--- config.mk ---
export PLATFORM = sky130hd
export DESIGN_NAME = pll_lock_sequencer
export DESIGN_NICKNAME = d
export VERILOG_FILES = /design/src/rtl/pll_seq_pkg.sv /design/src/rtl/cdc_sync_bit.sv /design/src/rtl/pll_lock_sequencer.sv
export SDC_FILE = /design/constraint.sdc
export NUM_CORES = 1
export LEC_CHECK = 0
export ABC_AREA = 1
export CORE_MARGIN = 1
export CORE_UTILIZATION = 45
export DETAILED_ROUTE_END_ITERATION = 16
export PLACE_DENSITY = 0.66
export REMOVE_ABC_BUFFERS = 1
export SYNTH_ARGS = -nofsm -noshare
export SYNTH_HDL_FRONTEND = slang
export SYNTH_SLANG_ARGS = --single-unit
--- constraint.sdc ---
create_clock -name sys_clk -period 6.15 [get_ports sys_clk]
set_clock_uncertainty 0.2 [all_clocks]
set_input_delay 0.9225 -clock sys_clk [delete_from_list [all_inputs] [get_ports sys_clk]]
set_output_delay 0.9225 -clock sys_clk [all_outputs]
set_load 0.05 [all_outputs]
--- src/rtl/pll_seq_pkg.sv ---
// Shared types and width helpers for the PLL reset/lock sequencer.
package pll_seq_pkg;

  typedef enum logic [2:0] {
    RESET_PLL = 3'd0,
    WAIT_LOCK = 3'd1,
    STABLE    = 3'd2,
    RUN       = 3'd3,
    FAIL      = 3'd4
  } state_t;

  // Counter must be able to reach the largest of the three cycle limits.
  function automatic int cnt_width(input int a, input int b, input int c);
    int m;
    m = a;
    if (b > m) m = b;
    if (c > m) m = c;
    return $clog2(m + 1);
  endfunction

  // Attempt index width; never narrower than one bit, even with no retries.
  function automatic int retry_width(input int max_retries);
    int w;
    w = $clog2(max_retries + 1);
    return (w < 1) ? 1 : w;
  endfunction

endpackage

--- src/rtl/cdc_sync_bit.sv ---
// Multi-flop synchronizer for a single asynchronous level signal.
module cdc_sync_bit #(
  parameter int SYNC_STAGES = 2
) (
  input  logic clk,
  input  logic rst_n,
  input  logic din,
  output logic dout
);

  logic [SYNC_STAGES-1:0] chain;

  // Shift the asynchronous input through the flop chain; clears to 0 on reset.
  always_ff @(posedge clk or negedge rst_n) begin
    if (!rst_n) chain <= '0;
    else        chain <= {chain[SYNC_STAGES-2:0], din};
  end

  assign dout = chain[SYNC_STAGES-1];

endmodule

--- src/rtl/pll_lock_sequencer.sv ---
// Reset/lock sequencer for the clock wizard: pulses pll_reset, waits for a
// qualified lock, then releases the downstream reset. Runs on the board clock.
//
//  state     | meaning
//  ----------+------------------------------------------------------------
//  RESET_PLL | pll_reset held high for RST_HOLD_CYCLES
//  WAIT_LOCK | pll_reset low, waiting up to LOCK_TIMEOUT for lk
//  STABLE    | lk seen, must hold for LOCK_STABLE cycles; drop = glitch
//  RUN       | lock qualified, user reset released, pll_ready high
//  FAIL      | all attempts timed out; wizard kept in reset until restart
module pll_lock_sequencer
  import pll_seq_pkg::*;
#(
  parameter int RST_HOLD_CYCLES = 20,
  parameter int LOCK_TIMEOUT    = 200000,
  parameter int LOCK_STABLE     = 1024,
  parameter int MAX_RETRIES     = 3,
  parameter int SYNC_STAGES     = 2,
  localparam int RW = retry_width(MAX_RETRIES)
) (
  input  logic          sys_clk,
  input  logic          rst_n,
  input  logic          pll_locked,
  input  logic          soft_restart,
  output logic          pll_reset,
  output logic          user_rst_n,
  output logic          pll_ready,
  output logic          pll_fail,
  output logic          lock_lost,
  output logic [RW-1:0] retry_cnt
);

  localparam int CW = cnt_width(RST_HOLD_CYCLES, LOCK_TIMEOUT, LOCK_STABLE);

  state_t          state, nxt_state;
  logic [CW-1:0]   cnt;
  logic            cnt_clr;
  logic [RW-1:0]   nxt_retry;
  logic            nxt_lost;
  logic            nxt_pll_reset, nxt_user_rst_n, nxt_ready, nxt_fail;
  logic            lk;

  cdc_sync_bit #(.SYNC_STAGES(SYNC_STAGES)) u_lock_sync (
    .clk  (sys_clk),
    .rst_n(rst_n),
    .din  (pll_locked),
    .dout (lk)
  );

  // State, counter, attempt index and registered outputs.
  always_ff @(posedge sys_clk or negedge rst_n) begin
    if (!rst_n) begin
      state      <= RESET_PLL;
      cnt        <= '0;
      retry_cnt  <= '0;
      pll_reset  <= 1'b1;
      user_rst_n <= 1'b0;
      pll_ready  <= 1'b0;
      pll_fail   <= 1'b0;
      lock_lost  <= 1'b0;
    end else begin
      state      <= nxt_state;
      cnt        <= cnt_clr ? '0 : cnt + CW'(1);
      retry_cnt  <= nxt_retry;
      pll_reset  <= nxt_pll_reset;
      user_rst_n <= nxt_user_rst_n;
      pll_ready  <= nxt_ready;
      pll_fail   <= nxt_fail;
      lock_lost  <= nxt_lost;
    end
  end

  // Next-state logic; soft_restart overrides everything the state logic decides.
  always_comb begin
    nxt_state = state;
    nxt_retry = retry_cnt;
    nxt_lost  = 1'b0;
    case (state)
      RESET_PLL: if (cnt == CW'(RST_HOLD_CYCLES - 1)) nxt_state = WAIT_LOCK;
      WAIT_LOCK: begin
        // Lock wins over a coincident timeout.
        if (lk) nxt_state = STABLE;
        else if (cnt == CW'(LOCK_TIMEOUT - 1)) begin
          if (retry_cnt == RW'(MAX_RETRIES)) nxt_state = FAIL;
          else begin
            nxt_retry = retry_cnt + RW'(1);
            nxt_state = RESET_PLL;
          end
        end
      end
      STABLE: begin
        if (!lk) nxt_state = WAIT_LOCK;
        else if (cnt == CW'(LOCK_STABLE - 1)) nxt_state = RUN;
      end
      RUN: begin
        if (!lk) begin
          nxt_state = RESET_PLL;
          nxt_retry = '0;
          nxt_lost  = 1'b1;
        end
      end
      FAIL:    nxt_state = FAIL;
      default: nxt_state = RESET_PLL;
    endcase
    if (soft_restart) begin
      nxt_state = RESET_PLL;
      nxt_retry = '0;
      nxt_lost  = 1'b0;
    end
    // A restart inside RESET_PLL must also restart the hold count.
    cnt_clr = (nxt_state != state) || soft_restart;
  end

  // Output decode from the next state so outputs change on the transition edge.
  always_comb begin
    nxt_pll_reset  = (nxt_state == RESET_PLL) || (nxt_state == FAIL);
    nxt_user_rst_n = (nxt_state == RUN);
    nxt_ready      = (nxt_state == RUN);
    nxt_fail       = (nxt_state == FAIL);
  end

endmodule

==> reports/qor.yml <==
run_status:
  outcome: "finished clean"
timing:
  drv_slew: 0
  setup_tns_ps: 0
  rsz0062_at_grt: "false"
  setup_viol: 0
  fmax_mhz: 360
  tightest_slew_ps: 491
  relSlewSlack_pct: 67.2
  fin_crit_ps: 2780
  hold_ws_ps: 179
  fin_ws_ps: 3370
  period_share_pct: 45.1
  hold_violations: 0
worst_setup_path:
  cp-end-kind: "output pin"
  crit_buf_inv: 1
  crit_slowest_cell: "clkdlybuf4s50_1"
  critPathTopFamily: "buffers and inverters"
  cp_max_fo: 1
  critPathMaxStageDelay_ps: 790
  startpoint: "pll_reset"
  cp.required_ps: 5030
  reg2reg_from: "cnt[0]"
  setup.worst_path.class: "flip-flop to output pin"
  cp_cell_sequence: "clkdlybuf4s50_1"
  arrival_ps: 1650
  start_kind: "flip-flop"
final_layout:
  areaGrowthSynthToFinish_pct: 15.1
  layout.cells.most_common: "nand2_1"
  fillers: 347
  antenna_cells: 0
  drive_gt1_share_pct: 15.1
  finalNonFillerCells: 264
  fin_nets: 223
  most-common-layout-cells: "nand2_1 (41), nor2_1 (33), dfrtp_1 (28), inv_1 (22), nor2_2 (13)"
routing:
  top_layer_used: "met4"
  vias: 1280
  drc_errors: 0
  wl_met2_um: 1370
  wl_per_cell_um: 10.8
  avgViaCountPerCell: 4.85
  wirelength_um: 2860
  drtPass1Iterations: 4
  wl_met1_um: 1330
  final_antenna_net_count: 0
  drtIter0Drc: 40
  wl_met3_um: 102
flow_run:
  maxCapViolCount: 0
clock_network:
  path_clk_slew_ps: 100
  cts.sinks: 29
  cts.path.max_buffers: 2
  root_buffer: "clkbuf_4"
  post_cts_buffers: 0
  cts_made_buffers: 5
  cts_tree: "built"
  ctsResizeCount: 0
  worst_skew_pair.late_latency_ps: 340
  h-tree-depth: 2
  cts_hold_buf: 0
logic_synthesis:
  synthAdderAreaFrac_pct: 1.57
  yosys_warnings: 0
  synth_top_family_by_area: "simple AND/OR/NAND/NOR gates"
  synth_area_mm2: 0.00159
  yosys.area_share.xor_xnor_pct: 4.95
  synth_compound_area_share_pct: 4.95
  synth_top_area_cell: "dfrtp_1"
  yosysTopAreaCellShare_pct: 44.0
  yosys-mux-area-fraction_pct: 0
  ys_ff_latch: 29
  synth_area_leaders: "dfrtp_1 (44%), nand2_1 (9.7%), nor2_1 (7.8%)"
  synthCells: 202
  syn_avg_cell_area_um2: 7.89
  synth.lib_cells_used.distinct: 25
  synthSimpleGateAreaFrac_pct: 35.6
  ys_seq_area_share_pct: 45.6
global_route:
  grt_usage_pct: 18.5
  grt_pass1_vias: 1134
  grt_max_degree: 30
  grt_pass1_wl_um: 4950
  antenna_found_initial: 0
  overflow: 0
floorplan:
  die-area_mm2: 0.00378
  fp.dieH_um: 61.5
  start_util_pct: 47.4
  core_mm2: 0.00336
  rows: 21
  die_x_um: 61.5
  ios: 11
power:
  ir_drop_uv: 179
  power.total_mw: 0.424
  p_per_area_mw_per_mm2: 231
  leakage_nw: 0.809
placed_design:
  dpl.hpwl_um: 2150
  routabilityCongestion: 0.797
  portBuffers: 10
  pre_cts_slack_ps: 3410
  dp_cells: 256
hold_path:
  hold_path_class: "flip-flop to flip-flop"
  min_from: "u_lock_sync.chain[0]"
==> through the flow <==
| step | cell area, µm² | utilization, % |
|---|---|---|
| floorplan | 1570 | - |
| global placement | 1730 | 51.5 |
| detailed placement | 1730 | 51.5 |
| CTS | 1830 | 54.5 |
| global route | 1830 | 54.5 |
| finish | 1830 | 54.5 |
==> sequential cells by signal, summed over array words and instances, names as in the netlist <==
register	flops
pll_ready	1
state	3
lock_lost	1
u_lock_sync.chain	2
cnt	18
pll_reset	1
retry_cnt	2
pll_fail	1
==> worst paths after layout <==
kind                                         to  slack, ps  cells past startpoint
setup / recovery                      pll_reset       3370                      1
hold / removal             u_lock_sync.chain[1]        180                      0
setup reg to reg                         cnt[6]       3790                     14
min in group asynchronous  u_lock_sync.chain[1]        750                      2
hold reg to reg            u_lock_sync.chain[1]        180                      0
max in group asynchronous             pll_reset       4700                      2
==> Yosys cell counts, drive strengths merged <==
cell type,n
o31ai,1
nand3,13
nor3,7
nor2,47
ha,2
nand2,46
nand4,7
xor2,7
o22ai,1
o21ai,8
inv,24
a21oi,5
dfstp,1
buf,3
xnor2,2
dfrtp,28
==> cell families after synthesis <==
group | count (synthesis)
AND/OR/NAND/NOR | 120
buffers and inverters | 27
adder cells (fa/ha/maj) | 2
XOR/XNOR | 9
AO/OA/AOI/OAI | 15
flip-flops | 29
==> metal layers <==
layer | global-route usage [%] | up-vias
met5 | 0 | -
met1 | 24.1 | 582
met2 | 27.5 | 22
met3 | 6.30 | 5
li1 | - | 671
met4 | 8.57 | 0
==> report_power, final <==
group          internal, mW  total, mW  switching, mW
clock network         0.126      0.196         0.0706
registers             0.195      0.199        0.00447
logic               0.00946     0.0285         0.0190
==> cell type report <==
type | count | area, µm² | area share (%)
multi-input combinational | 146 | 749 | 40.9
sequential | 29 | 727 | 39.6
timing repair buffer | 11 | 108 | 5.87
inverter | 24 | 90.1 | 4.91
clock inverter | 3 | 65.1 | 3.55
tap | 46 | 57.6 | 3.14
clock buffer | 5 | 37.5 | 2.05
Note: power is estimated with default switching activity, not from simulation.
